==> config.mk <==
export PLATFORM = sky130hd
export DESIGN_NAME = jt89_wr_arb
export DESIGN_NICKNAME = d
export VERILOG_FILES = /design/src/rtl/jt89_wr_arb.sv
export SDC_FILE = /design/constraint.sdc
export NUM_CORES = 1
export LEC_CHECK = 0
export BUFFER_PORTS_ARGS = -buffer_cell sky130_fd_sc_hd__buf_2
export CAP_MARGIN = 20
export CORE_AREA = 2 2 144 104
export DETAILED_ROUTE_END_ITERATION = 10
export DIE_AREA = 0 0 146 106
export PLACE_DENSITY = 0.61
export SLEW_MARGIN = 5
export SYNTH_ARGS = -nofsm -noshare
export SYNTH_HDL_FRONTEND = slang
export SYNTH_SLANG_ARGS = --single-unit
==> constraint.sdc <==
create_clock -name clk -period 9.2 [get_ports clk]
set_clock_uncertainty 0.1 [all_clocks]
set_input_delay 0.46 -clock clk [delete_from_list [all_inputs] [get_ports clk]]
set_output_delay 0.46 -clock clk [all_outputs]
set_load 0.05 [all_outputs]
==> src/rtl/jt89_wr_arb.sv <==
// Two-port write arbiter for the jt89 PSG: per-port byte FIFOs, ready-paced issue, tone latch/data atomicity.
// Optional JT89_WRARB_DROPCNT_EN adds saturating dropped-push counters drop0/drop1.
module jt89_wr_arb #(
    parameter int unsigned AW      = 2,
    parameter int unsigned WR_CYC  = 1,
    parameter int unsigned RDY_TO  = 4,
    parameter int unsigned LOCK_TO = 255
)(
    input  logic       clk,
    input  logic       rst,
    input  logic       req0_wr,
    input  logic [7:0] req0_din,
    output logic       req0_full,
    input  logic       req1_wr,
    input  logic [7:0] req1_din,
    output logic       req1_full,
    output logic       psg_wr_n,
    output logic       psg_ce_n,
    output logic [7:0] psg_din,
    input  logic       psg_ready,
    output logic       idle
`ifdef JT89_WRARB_DROPCNT_EN
    ,
    output logic [7:0] drop0,
    output logic [7:0] drop1
`endif
);
    localparam int unsigned DEPTH = 1 << AW;
    localparam int unsigned CW    = 8;

    typedef enum logic [1:0] {S_IDLE, S_STROBE, S_WLO, S_WHI} state_t;

    state_t          state, state_d;
    logic [CW-1:0]   cnt, cnt_d;
    logic [7:0]      din_d;
    logic            wr_n_d, idle_d;
    logic            rr, rr_d;
    logic            lock, lock_d, owner, owner_d, lock_hold;
    logic [7:0]      lcnt, lcnt_d;
    logic            gnt;
    logic [7:0]      gbyte;

    logic [7:0]      mem    [2][DEPTH];
    logic [AW-1:0]   wptr   [2];
    logic [AW-1:0]   rptr   [2];
    logic [AW:0]     fcnt   [2];
    logic [AW:0]     fcnt_d [2];
    logic [7:0]      req_din[2];
    logic [1:0]      req_wr, full_q, push, pop, elig;

    assign req_din[0] = req0_din;
    assign req_din[1] = req1_din;
    assign req_wr     = {req1_wr, req0_wr};
    assign push       = req_wr & ~full_q;
    assign req0_full  = full_q[0];
    assign req1_full  = full_q[1];

    function automatic logic is_latch(input logic [7:0] b);
        return b[7] & ~b[4] & (b[6:5] != 2'b11);
    endfunction

    always_comb begin
        for (int p = 0; p < 2; p++)
            fcnt_d[p] = fcnt[p] + (AW+1)'(push[p]) - (AW+1)'(pop[p]);
    end

    // FIFO storage carries no reset; only pointers and counts are cleared
    always_ff @(posedge clk) begin
        for (int p = 0; p < 2; p++)
            if (push[p]) mem[p][wptr[p]] <= req_din[p];
    end

    always_ff @(posedge clk) begin
        if (rst) begin
            full_q <= '0;
            for (int p = 0; p < 2; p++) begin
                wptr[p] <= '0;
                rptr[p] <= '0;
                fcnt[p] <= '0;
            end
        end else begin
            for (int p = 0; p < 2; p++) begin
                if (push[p]) wptr[p] <= wptr[p] + AW'(1);
                if (pop[p])  rptr[p] <= rptr[p] + AW'(1);
                fcnt[p]   <= fcnt_d[p];
                full_q[p] <= (fcnt_d[p] == (AW+1)'(DEPTH));
            end
        end
    end

`ifdef JT89_WRARB_DROPCNT_EN
    logic [7:0] drop_q [2];
    assign drop0 = drop_q[0];
    assign drop1 = drop_q[1];

    always_ff @(posedge clk) begin
        if (rst) begin
            drop_q[0] <= '0;
            drop_q[1] <= '0;
        end else begin
            for (int p = 0; p < 2; p++)
                if (req_wr[p] && full_q[p] && drop_q[p] != 8'hFF)
                    drop_q[p] <= drop_q[p] + 8'd1;
        end
    end
`endif

    // The lock stops holding in its final cycle so the other port can be granted as the count hits zero
    always_comb begin
        lock_hold = lock & (lcnt != 8'd1);
        elig[0]   = (fcnt[0] != '0) & (~lock_hold | ~owner);
        elig[1]   = (fcnt[1] != '0) & (~lock_hold |  owner);
    end

    always_comb begin
        state_d = state;
        cnt_d   = cnt;
        din_d   = psg_din;
        rr_d    = rr;
        lock_d  = lock;
        owner_d = owner;
        lcnt_d  = lcnt;
        pop     = '0;
        gnt     = 1'b0;
        gbyte   = '0;

        if (lock) begin
            lcnt_d = lcnt - 8'd1;
            if (lcnt == 8'd1) lock_d = 1'b0;
        end

        case (state)
            S_IDLE: begin
                if (|elig) begin
                    gnt     = (&elig) ? rr : elig[1];
                    gbyte   = gnt ? mem[1][rptr[1]] : mem[0][rptr[0]];
                    pop     = gnt ? 2'b10 : 2'b01;
                    din_d   = gbyte;
                    cnt_d   = '0;
                    state_d = S_STROBE;
                    // rr names the favoured port; it only moves when both ports compete
                    if (&elig) rr_d = ~gnt;
                    if (is_latch(gbyte)) begin
                        lock_d  = 1'b1;
                        owner_d = gnt;
                        lcnt_d  = 8'(LOCK_TO);
                    end else if (lock && owner == gnt) begin
                        lock_d  = 1'b0;
                    end
                end
            end
            S_STROBE: begin
                if (cnt == CW'(WR_CYC - 1)) begin
                    cnt_d   = '0;
                    state_d = S_WLO;
                end else begin
                    cnt_d   = cnt + CW'(1);
                end
            end
            S_WLO: begin
                if (!psg_ready)                     state_d = S_WHI;
                else if (cnt == CW'(RDY_TO - 1))    state_d = S_IDLE;
                else                                cnt_d   = cnt + CW'(1);
            end
            S_WHI: begin
                if (psg_ready) state_d = S_IDLE;
            end
            default: state_d = S_IDLE;
        endcase

        wr_n_d = (state_d != S_STROBE);
        idle_d = (fcnt_d[0] == '0) && (fcnt_d[1] == '0) && (state_d == S_IDLE) && !lock_d;
    end

    always_ff @(posedge clk) begin
        if (rst) begin
            state    <= S_IDLE;
            cnt      <= '0;
            psg_wr_n <= 1'b1;
            psg_ce_n <= 1'b1;
            psg_din  <= '0;
            rr       <= 1'b0;
            lock     <= 1'b0;
            owner    <= 1'b0;
            lcnt     <= '0;
            idle     <= 1'b1;
        end else begin
            state    <= state_d;
            cnt      <= cnt_d;
            psg_wr_n <= wr_n_d;
            psg_ce_n <= wr_n_d;
            psg_din  <= din_d;
            rr       <= rr_d;
            lock     <= lock_d;
            owner    <= owner_d;
            lcnt     <= lcnt_d;
            idle     <= idle_d;
        end
    end

endmodule

==> metrics.sh, run 1 <==
INSERTION_DELAY_PS=350
P_PER_AREA_nW_PER_UM2=333
SETUP.REG_TO_REG.WORST_SLACK_PS=5670
CRIT_PATH_MAX_FANOUT=11
WL_UM=9900
FINAL_NET_COUNT=455
START_KIND='register'
POSTSYNTHCELLCOUNT=381
POWER.SHARE.SWITCHING_PCT=39.2
POST_DRT_VIA_CELL_RATIO=5.06
YOSYSSEQAREASHARE_PCT=58.9
HOLD_PATH.CLASS='input pin to register'
INTERNAL-POWER_W=0.00114
FIN_CRIT_PS=3530
CLKTRANSATPATHREGS_PS=80
CRITICAL_PATH.STARTPOINT='lcnt[0]'
SETUP.WORST_PATH.END='idle'
DRT_DRC_VIOLATIONS_LEFT=0
SETUP_SLACK_PS=5670
GRT_OVERFLOW_TOTAL=0
REPORT.FINAL.SLEW_VIOL_COUNT=0
LIBRARY_CELLS_USED_BY_SYNTHESIS=53
YOSYS_WARNINGS=0
CLOCKPOWERSHARE_PCT=20.5
NET-SWITCHING-POWER_W=0.000738
FILLERS=1396
GP_ROUTABILITY_CONGESTION=0.769
ANTENNA_VIOLATIONS_BEFORE_REPAIR=0
POWER.IR.VDD_WORST_mV=0.157
MAX_STAGE_DELAY_PS=470
P_SEQ_SHARE_PCT=38.6
HOLD_BUFFERS=0
ASYNC_FLOP_SHARE_PCT=0
SETUP_VIOL_COUNT_FINAL=0
PORTBUFFERS=33
CRIT_PATH_CELL_TRACE='ha_1 -> or3b_2 -> o21ai_1 -> a211oi_2 -> buf_4 -> nor2b_1 -> ha_1 -> inv_1 -> ha_1 -> fa_1 -> nor4_1 -> nand3_1 -> nor2_1 -> a41o_1'
FINAL_LAYOUT_SIZE_SUFFIX_GT1_SHARE_PCT=19.2
RSZ0062_AT_GRT='false'
MIN_PERIOD_OVER_PERIOD_PCT=38.4
MAPPEDNETLISTAREA_UM2=4990
GRT_FIRST_PASS_WIRELENGTH_UM=16400
CTS.REPAIR.RESIZED=0
POST_PLACE_SETUP_SLACK_PS=5710
SYNTHESIS.AREA_PER_INSTANCE_UM2=13.1
STATUS='finished, final reports clean'
YS_FF_LATCH=111
CRITICAL_PATH.MOST_COMMON_CELL='sky130_fd_sc_hd__ha_1'
DETAILED_PLACE_HPWL_UM=7080
MAX_CLOCK_FREQ_MHz=283
CRITICAL_PATH_CELL_COUNT=14
CTS_ROOT_BUFFER='sky130_fd_sc_hd__clkbuf_16'
DR_TOTAL_VIAS=3095
GRT_PASS1_VIAS=3154
CTS_TREE='yes'
COMBINED_BUFFER_AND_INVERTER_COUNT_ALONG_THE_CRITICAL_PATH=2
DRT-PASS1-ITER-COUNT=4
CTS_POST_SETUP_BUFFERS_INSERTED=0
DIE_WD_UM=146
ROUTE.ANTENNA.REMAINING_NETS=0
SYNTH_ENABLE_FLOP_CELLS=72
HTREE_NUM_LEVELS=3
DETAIL_ROUTE.ITER0.VIOLATIONS=203
DESIGN.CORE.AREA_UM2=14300
CRIT-REG2REG-LAUNCH='lcnt[0]'
DIE_AREA_UM2=15500
FLOORPLAN.DIE.HEIGHT_UM=106
ANTENNA_CELLS_INSERTED=0
TIMING_HOLD_VIOLATIONS_FINAL=0
WORST-R2R-CELL-COUNT=14
TIMING.SETUP.CRITICAL_PATH_CLASS='register to register'
SYNTH_FP_NETS=424
CLOCK_SINKS=111
MAXIMUM_NUMBER_OF_PINS_ON_ONE_NET_BEFORE_GLOBAL_ROUTE_REPAIR=41
MAXCAPVIOLCOUNT=0
ROUTEDWLPERCELL_UM=16.2
POWER.TOTAL_W=0.00188
WORST_PATH_MAX_DELAY_CELL='sky130_fd_sc_hd__or3b_2'
WORST_SETUP_PATH_END_KIND='register'
CTS_BUFFERS=9
COMBINATIONALPOWERSHARE_PCT=40.9
SYNTH_FF_TYPE='sky130_fd_sc_hd__edfxtp_1'
CP_TOP_FAMILY='adder cells'
MAX-SLEW-MARGIN-REL_PCT=53.7
RR_ENDPOINT='idle'
GRT_USE_TOTAL_PCT=13.6
STD_CELL_ROWS=37
SYNTHTOLAYOUTAREAGROWTH_PCT=13.2
CRIT_REQUIRED_PS=9390
WORST_MARGIN_SLEW_PS=690
WORSTPATHARRIVAL_PS=3720
FIN_SETUP_TNS_PS=0
CLK_PATH_BUF_DEPTH=2
FIN_WORST_HOLD_SLACK_PS=221
FLOORPLAN.INITIALDENSITY_PCT=35.0
STATIC-LEAKAGE-POWER_nW=2.04
IO_PINS=34
## final cells by class
type	instances	area [um^2]	share of cell area (%)
sequential	111	2940	52.1
multi-input combinational	230	1890	33.5
tap	195	244	4.32
clock buffer	9	225	3.98
timing repair buffer	37	195	3.45
inverter	23	86.3	1.53
clock inverter	7	63.8	1.13
## cells by family after synthesis
kind of cell | Yosys count | synth area share, %
flops | 111 | 58.9
fa+ha+maj | 22 | 5.81
simple gates | 103 | 11.3
compound gates | 65 | 9.02
xor+xnor | 14 | 2.46
buf+inv | 40 | 3.21
mux | 26 | 9.22
## power groups by stage
stage	Clock [W]	Combinational (W)	Sequential (W)
finish	0.000385	0.000770	0.000727
global route	0.000414	0.000851	0.000746
CTS	0.000395	0.000768	0.000729
detailed placement	0	0.000761	0.000740
global placement	0	0.000736	0.000735
floorplan	0	0.000569	0.000740
## layer usage
| layer | track usage, % | wire (um) |
|---|---|---|
| met2 | 21.7 | 4540 |
| met5 | 0 | 0 |
| met1 | 18.7 | 4850 |
| met3 | 3.48 | 388 |
| met4 | 3.61 | 125 |
## through the flow
step | instance area [um^2] | utilization [%] | std cells
detailed placement | 5360 | 37.6 | 595
finish | 5650 | 39.6 | 612
CTS | 5640 | 39.6 | 611
global route | 5650 | 39.6 | 612
global placement | 5360 | 37.6 | 595
floorplan | 4990 | - | 381
## flip-flops by register name (all words and copies together), names as in the netlist, 2 cells and up
name	cells
mem	64
cnt	8
lcnt	8
psg_din	8
fcnt	6
rptr	4
wptr	4
full_q	2
state	2
## synth_stat cells, drive strengths merged (2+ instances only)
cell type   n  area (um^2)
nor4        7         43.8
and2       11         68.8
or2         3         18.8
mux4       16          360
nor2b       8         50.1
a21o        2         15.0
nor2       29          109
inv        23         86.3
a32o        5         51.3
nor3b       4         30.0
nand4       4         25.0
nor4b       2         17.5
o21ai      13         65.1
clkbuf     11         41.3
nand2b      3         18.8
a21oi      17         85.1
a211oi     11         82.6
or4         3         30.0
or3b        2         17.5
dfxtp      39          781
mux2i      10          100
nand2      12         45.0
fa          2         40.0
o211ai      5         37.5
edfxtp     72         2160
ha         20          250
buf         6         32.5
xor2        4         35.0
nor3        7         40.0
nand3       3         15.0
and3        3         20.0
xnor2      10         87.6
## worst min path at each step
stage / startpoint / end / slack, ps / cells after the start
final: req1_din[0] / mem[0][32] / 220 / 1
after global routing: req0_din[0] / mem[0][0] / 210 / 1
after CTS: req0_din[3] / mem[0][11] / 210 / 1
after detailed placement: psg_din[0] / psg_din[0] / 400 / 2
after global placement: psg_din[1] / psg_din[1] / 390 / 2
after floorplan: cnt[1] / cnt[1] / 370 / 2
## placed cells by master, fill, tap and decap left out, drive strengths merged, types with 8 or more instances in the layout
| cell type | Yosys | routed |
|---|---|---|
| a211oi | 11 | 11 |
| a21oi | 17 | 17 |
| and2 | 11 | 11 |
| buf | 6 | 37 |
| clkbuf | 11 | 9 |
| dfxtp | 39 | 39 |
| edfxtp | 72 | 72 |
| ha | 20 | 20 |
| inv | 23 | 29 |
| mux2i | 10 | 10 |
| mux4 | 16 | 16 |
| nand2 | 12 | 12 |
| nor2 | 29 | 29 |
| nor2b | 8 | 8 |
| o21ai | 13 | 13 |
| xnor2 | 10 | 10 |
No activity file was read; power rests on OpenSTA's default activity.
==> inputs of run 2 (changes only) <==
--- a/config.mk
+++ b/config.mk
@@ -5,11 +5,12 @@
 export SDC_FILE = /design/constraint.sdc
 export NUM_CORES = 1
 export LEC_CHECK = 0
+export ABC_AREA = 1
 export BUFFER_PORTS_ARGS = -buffer_cell sky130_fd_sc_hd__buf_2
 export CAP_MARGIN = 20
-export CORE_AREA = 2 2 144 104
+export CORE_AREA = 2 2 145 104
 export DETAILED_ROUTE_END_ITERATION = 10
-export DIE_AREA = 0 0 146 106
+export DIE_AREA = 0 0 147 106
 export PLACE_DENSITY = 0.61
 export SLEW_MARGIN = 5
 export SYNTH_ARGS = -nofsm -noshare
==> constraint.sdc (replaced) <==
create_clock -name clk -period 3.45 [get_ports clk]
set_clock_uncertainty 0.1 [all_clocks]
set_input_delay 0.1725 -clock clk [delete_from_list [all_inputs] [get_ports clk]]
set_output_delay 0.1725 -clock clk [all_outputs]
set_load 0.05 [all_outputs]
==> metrics.sh, run 2 <==
MAX_STAGE_DELAY_PS=430
ANTENNA_VIOLATIONS_BEFORE_REPAIR=0
IO_PINS=34
DRT_DRC_VIOLATIONS_LEFT=0
HTREE_NUM_LEVELS=3
YS_FF_LATCH=111
MAXCAPVIOLCOUNT=0
DETAILED_PLACE_HPWL_UM=7510
RSZ0062_AT_GRT='false'
PLACED_CELLS=714
YOSYS_WARNINGS=0
CRIT_PATH_MAX_FANOUT=13
DESIGN.CORE.AREA_UM2=14400
CTS_POST_SETUP_BUFFERS_INSERTED=0
CTS_BUFFERS=9
GRT_FIRST_PASS_WIRELENGTH_UM=17200
WORSTPATHARRIVAL_PS=3230
CRIT_PATH_CELL_TRACE='inv_1 -> ha_1 -> nand2_1 -> nor2_1 -> nand2_2 -> nand3_2 -> nand2_4 -> clkinv_4 -> nand2_4 -> inv_4 -> nor2_1 -> ha_1 -> inv_1 -> ha_1 -> fa_1 -> inv_1 -> nand2_1 -> nor2_1 -> nand3_1 -> nor2_1 -> nand3_1 -> nand2_1'
SYNTH_FF_TYPE='sky130_fd_sc_hd__edfxtp_1'
GRT_OVERFLOW_TOTAL=0
LARGEST_REGISTER_FFS=64
CLKTRANSATPATHREGS_PS=70
DIE_AREA_UM2=15600
CLOCK_SINKS=111
NETLIST.TOP_CELL.BY_AREA='sky130_fd_sc_hd__edfxtp_1'
SETUP_VIOL_COUNT_FINAL=0
FINAL_NET_COUNT=589
FIN_CRIT_PS=3050
MAXIMUM_NUMBER_OF_PINS_ON_ONE_NET_BEFORE_GLOBAL_ROUTE_REPAIR=27
STATUS='finished, final reports clean'
MAX-SLEW-MARGIN-REL_PCT=41.7
FILLERS=1407
START_KIND='register'
ASYNC_FLOP_SHARE_PCT=0
SYNTHTOLAYOUTAREAGROWTH_PCT=15.8
SYNTH_ENABLE_FLOP_CELLS=72
WORST_SETUP_PATH_END_KIND='register'
POST_DRT_VIA_CELL_RATIO=4.67
PLACE_AREA_UM2=5400
TIMING.SETUP.CRITICAL_PATH_CLASS='register to register'
PORTBUFFERS=33
DRT-PASS1-ITER-COUNT=5
FIN_WORST_HOLD_SLACK_PS=215
CTS_ROOT_BUFFER='sky130_fd_sc_hd__clkbuf_16'
YOSYSSEQAREASHARE_PCT=58.4
WL_UM=10300
GRT_PASS1_VIAS=3481
FLOORPLAN.INITIALDENSITY_PCT=35.1
P_PER_AREA_nW_PER_UM2=823
STD_CELL_ROWS=37
CRITICAL_PATH.MOST_COMMON_CELL='sky130_fd_sc_hd__nor2_1'
TIMING_HOLD_VIOLATIONS_FINAL=0
ANTENNA_CELLS_INSERTED=0
DR_TOTAL_VIAS=3486
POSTSYNTHCELLCOUNT=497
SYNTHTOPCELLSBYCOUNT='73 x sky130_fd_sc_hd__nor2_1, 72 x sky130_fd_sc_hd__edfxtp_1, 66 x sky130_fd_sc_hd__inv_1, 56 x sky130_fd_sc_hd__nand2_1, 39 x sky130_fd_sc_hd__dfxtp_1'
SYNTH_LARGEST_TYPE_AREA_FRACTION_PCT=42.9
INSERTION_DELAY_PS=340
REPORT.FINAL.SLEW_VIOL_COUNT=0
SYNTHESIS.AREA_PER_INSTANCE_UM2=10.1
SYNTH.MOST_COMMON_CELL='sky130_fd_sc_hd__nor2_1'
FIN_SETUP_TNS_PS=0
LAYOUT.CORE_UTILIZATION_PCT=40.7
SYNTH_FP_NETS=540
MAPPEDNETLISTAREA_UM2=5040
POSTLAYOUTCELLAREA_UM2=5840
WORST_MARGIN_SLEW_PS=871
FINAL_LAYOUT_SIZE_SUFFIX_GT1_SHARE_PCT=15.1
FLOORPLAN.DIE.HEIGHT_UM=106
DIE_WD_UM=147
CTS_TREE='yes'
MOSTFREQUENTLAYOUTCELL='sky130_fd_sc_hd__nor2_1'
LAYOUT.CELLS.NON_FILLER=746
STATIC-LEAKAGE-POWER_nW=2.30
FINAL_CELL_MIX='73 x sky130_fd_sc_hd__nor2_1, 72 x sky130_fd_sc_hd__edfxtp_1, 66 x sky130_fd_sc_hd__inv_1, 56 x sky130_fd_sc_hd__nand2_1, 39 x sky130_fd_sc_hd__dfxtp_1'
WORST_PATH_MAX_DELAY_CELL='sky130_fd_sc_hd__fa_1'
DETAIL_ROUTE.ITER0.VIOLATIONS=240
GRT_USE_TOTAL_PCT=14.1
GP_ROUTABILITY_CONGESTION=0.811
ROUTE.ANTENNA.REMAINING_NETS=0
MAX_CLOCK_FREQ_MHz=328
SYNTH.TOP_CELLS.BY_AREA='sky130_fd_sc_hd__edfxtp_1 43%, sky130_fd_sc_hd__dfxtp_1 15%, sky130_fd_sc_hd__nor2_1 5.4%, sky130_fd_sc_hd__ha_1 5.0%, sky130_fd_sc_hd__inv_1 4.9%'
HOLD_PATH.CLASS='input pin to register'
POWER.IR.VDD_WORST_mV=0.368
MIN_PERIOD_OVER_PERIOD_PCT=88.3
LIBRARY_CELLS_USED_BY_SYNTHESIS=43
CRIT_REQUIRED_PS=3630
CLK_PATH_BUF_DEPTH=2
ROUTEDWLPERCELL_UM=13.8
-- run 2: cell types whose count changed in the layout (fill, tap and decap cells not counted), sizes merged, moves of 14 or more --
| cell | previous run | this run |
|---|---|---|
| o21ai | 13 | 42 |
| inv | 29 | 75 |
| dlygate4sd3 | 0 | 16 |
| o22ai | 0 | 14 |
| mux4 | 16 | 0 |
| nor2 | 29 | 75 |
| nand2 | 12 | 64 |
-- run 2: routing by layer --
metal | vias to the layer above | track usage, % | share of wire, %
li1 | 1766 | - | -
met1 | 1663 | 20.3 | 50
met2 | 51 | 21.8 | 45
met3 | 6 | 3.30 | 4.5
met4 | 0 | 3.23 | 0.55
met5 | - | 0 | 0
-- run 2: timing repair --
item | CTS | global route
gates resized for setup | 0 | 0
hold buffers | 16 | 0
endpoints found under the hold margin | 64 | 0
-- run 2: critical path, delay by kind of cell, from the launching register on --
kind / cells / cell delay [ps]
adder cells (fa/ha/maj): 4 / 1050
buffers and inverters: 5 / 420
flip-flops: 1 / 310
AND/OR/NAND/NOR: 13 / 1110
-- run 2: worst paths after layout --
kind,slack [ps],startpoint,to,cells past startpoint
setup / recovery,400,lcnt[1],idle,22
hold / removal,220,rst,lcnt[3],3
setup reg to reg,400,lcnt[1],idle,22
hold reg to reg,390,psg_din[2],psg_din[2],2
-- run 2: kinds of logic (layout without fill, tap and decap cells) --
| group | count (synthesis) | count (layout) | share of synthesized area (%) |
|---|---|---|---|
| compound gates | 95 | 95 | 11.8 |
| xor+xnor | 10 | 10 | 1.74 |
| fa+ha+maj | 22 | 22 | 5.76 |
| buf+inv | 86 | 140 | 6.95 |
| flops | 111 | 111 | 58.4 |
| simple gates | 173 | 173 | 15.3 |
-- run 2: where the power goes --
group          internal [W]  switching [W]  leakage (nW)  total, W
combinational      0.000627        0.00137          1.18   0.00199
clock              0.000502       0.000480         0.135  0.000982
sequential          0.00165       0.000180         0.994   0.00183
total               0.00278        0.00203          2.30   0.00481
-- run 2: cell type report --
cell class | count | area, um^2 | share of cell area (%)
timing repair buffer | 51 | 340 | 5.83
sequential | 111 | 2940 | 50.4
clock buffer | 10 | 229 | 3.92
clock inverter | 6 | 51.3 | 0.879
tap | 195 | 244 | 4.18
inverter | 73 | 282 | 4.82
multi-input combinational | 300 | 1750 | 29.9
-- run 2: stage by stage --
stage,setup slack (ps),total power [W]
2_1_floorplan,559,0.00336
3_3_place_gp,500,0.00379
3_5_place_dp,420,0.00384
4_1_cts,408,0.00485
5_1_grt,58.3,0.00520
6_report,404,0.00481
==> inputs of run 3 (changes only) <==
--- a/config.mk
+++ b/config.mk
@@ -7,11 +7,10 @@
 export LEC_CHECK = 0
 export ABC_AREA = 1
 export BUFFER_PORTS_ARGS = -buffer_cell sky130_fd_sc_hd__buf_2
-export CAP_MARGIN = 20
-export CORE_AREA = 2 2 145 104
+export CORE_AREA = 2 2 128 118
 export DETAILED_ROUTE_END_ITERATION = 10
-export DIE_AREA = 0 0 147 106
-export PLACE_DENSITY = 0.61
+export DIE_AREA = 0 0 130 120
+export PLACE_DENSITY = 0.6
 export SLEW_MARGIN = 5
 export SYNTH_ARGS = -nofsm -noshare
 export SYNTH_HDL_FRONTEND = slang
==> metrics.sh, run 3 (same netlist as run 2, synthesis figures left out) <==
FINAL_NET_COUNT=589
TIMING.HOLD.WORST_ENDPOINT='lcnt[5]'
SETUP.REG_TO_REG.WORST_SLACK_PS=380
CTS_TREE='yes'
MIN_PERIOD_OVER_PERIOD_PCT=89.0
DIE_AREA_UM2=15600
LARGEST_REGISTER_FFS=64
HOLD_PATH.CLASS='input pin to register'
MAXIMUM_NUMBER_OF_PINS_ON_ONE_NET_BEFORE_GLOBAL_ROUTE_REPAIR=27
DETAILED_PLACE_HPWL_UM=6900
ROUTEDWLPERCELL_UM=13.2
DETAILROUTE.WIRELENGTH.MET3_UM=218
ANTENNA_CELLS_INSERTED=0
STD_CELL_ROWS=42
CTS_BUFFERS=9
GRT_USE_TOTAL_PCT=13.2
P_PER_AREA_nW_PER_UM2=816
ROUTED.TOP_LAYER='met4'
MOSTFREQUENTLAYOUTCELL='sky130_fd_sc_hd__nor2_1'
GRT_OVERFLOW_TOTAL=0
WORST-R2R-CELL-COUNT=22
MAX_CLOCK_FREQ_MHz=326
WORST_SETUP_PATH_END_KIND='register'
WL_UM=9870
WORSTPATHARRIVAL_PS=3250
RR_ENDPOINT='idle'
CLKTRANSATPATHREGS_PS=70
DESIGN.CORE.AREA_UM2=14300
PORTBUFFERS=33
POST_DRT_VIA_CELL_RATIO=4.56
DIE_WD_UM=130
CRIT_PATH_MAX_FANOUT=13
DRT_DRC_VIOLATIONS_LEFT=0
SETUP_VIOL_COUNT_FINAL=0
INSERTION_DELAY_PS=340
RSZ0062_AT_GRT='false'
FINAL_CELL_MIX='73 x sky130_fd_sc_hd__nor2_1, 72 x sky130_fd_sc_hd__edfxtp_1, 66 x sky130_fd_sc_hd__inv_1, 56 x sky130_fd_sc_hd__nand2_1, 39 x sky130_fd_sc_hd__dfxtp_1'
DR_TOTAL_VIAS=3415
CTS_POST_SETUP_BUFFERS_INSERTED=0
START_KIND='register'
CRITICAL_PATH.STARTPOINT='lcnt[1]'
SYNTHTOLAYOUTAREAGROWTH_PCT=15.9
MAXCAPVIOLCOUNT=0
FILLERS=1376
GRT_FIRST_PASS_WIRELENGTH_UM=15900
TIMING.SETUP.CRITICAL_PATH_CLASS='register to register'
REPORT.FINAL.SLEW_VIOL_COUNT=0
CTS.REPAIR.RESIZED=0
FIN_CRIT_PS=3070
HOLD_BUFFERS=16
ROUTED-WL-MET2_UM=4930
POWER.IR.VDD_WORST_mV=0.424
CRIT-REG2REG-LAUNCH='lcnt[1]'
HTREE_NUM_LEVELS=3
CRIT_REQUIRED_PS=3630
STATIC-LEAKAGE-POWER_nW=2.31
WORST_MARGIN_SLEW_PS=871
CTS_ROOT_BUFFER='sky130_fd_sc_hd__clkbuf_16'
MULTI_INPUT_COMB_AREA_UM2=1750
GRT_PASS1_VIAS=3286
HOLD_PATH_DEPTH=3
TIMING_HOLD_VIOLATIONS_FINAL=0
CLOCK_SINKS=111
REGISTER_AREA_UM2=2940
FINAL_LAYOUT_SIZE_SUFFIX_GT1_SHARE_PCT=15.1
FLOORPLAN.DIE.HEIGHT_UM=120
ANTENNA_VIOLATIONS_BEFORE_REPAIR=0
POWER.TOTAL_W=0.00477
FLOORPLAN.INITIALDENSITY_PCT=35.1
DRT-PASS1-ITER-COUNT=4
ROUTE.ANTENNA.REMAINING_NETS=0
FIN_SETUP_TNS_PS=0
MAX-SLEW-MARGIN-REL_PCT=41.7
MET1WIRELENGTH_UM=4640
STATUS='finished, final reports clean'
WORST_HOLD_STARTPOINT='rst'
GP_ROUTABILITY_CONGESTION=0.823
IO_PINS=34
DETAIL_ROUTE.ITER0.VIOLATIONS=171
CLK_PATH_BUF_DEPTH=2
==> run 3: power breakdown <==
| part | internal [W] | switching [W] | total (W) |
|---|---|---|---|
| registers | 0.00165 | 0.000174 | 0.00182 |
| clock network | 0.000508 | 0.000481 | 0.000989 |
| logic | 0.000627 | 0.00133 | 0.00195 |
| total | 0.00278 | 0.00198 | 0.00477 |
==> run 3: per-stage QoR <==
stage	utilization, %	setup slack (ps)	hold WS, ps	instance area, um^2	std cells
after floorplan	-	559	171	5040	497
after global placement	37.6	510	281	5400	717
after detailed placement	37.6	452	287	5400	717
after CTS	40.7	404	204	5840	749
after global routing	40.7	157	222	5840	749
final	40.7	378	216	5840	749
==> run 3: area by class of cell <==
type	instances	share of cell area (%)
Tap cell	198	4.24
Sequential cell	111	50.4
Clock inverter	5	0.835
Inverter	73	4.82
Clock buffer	11	3.98
Timing Repair Buffer	51	5.83
Multi-Input combinational cell	300	29.9
==> run 3: how the worst max path moves through the flow <==
stage           end
4_1_cts        idle
6_report       idle
3_5_place_dp   idle
3_3_place_gp   idle
2_1_floorplan  idle
5_1_grt        idle
==> run 3: metal layers <==
metal	track usage (%)	vias to the layer above
li1	-	1769
met1	16.9	1600
met2	22.1	42
met3	3.52	4
met4	3.23	0
met5	0	-
==> run 3: critical path: stages, from the launching register on <==
cell and delay [ps]:
sky130_fd_sc_hd__dfxtp_1 310, sky130_fd_sc_hd__inv_1 110, sky130_fd_sc_hd__ha_1 160, sky130_fd_sc_hd__nand2_1 50, sky130_fd_sc_hd__nor2_1 140, sky130_fd_sc_hd__nand2_2 90, sky130_fd_sc_hd__nand3_2 80, sky130_fd_sc_hd__nand2_4 80
sky130_fd_sc_hd__clkinv_4 70, sky130_fd_sc_hd__nand2_4 80, sky130_fd_sc_hd__inv_4 130, sky130_fd_sc_hd__nor2_1 70, sky130_fd_sc_hd__ha_1 270, sky130_fd_sc_hd__inv_1 40, sky130_fd_sc_hd__ha_1 200, sky130_fd_sc_hd__fa_1 440
sky130_fd_sc_hd__inv_1 80, sky130_fd_sc_hd__nand2_1 70, sky130_fd_sc_hd__nor2_1 100, sky130_fd_sc_hd__nand3_1 90, sky130_fd_sc_hd__nor2_1 100, sky130_fd_sc_hd__nand3_1 70, sky130_fd_sc_hd__nand2_1 70
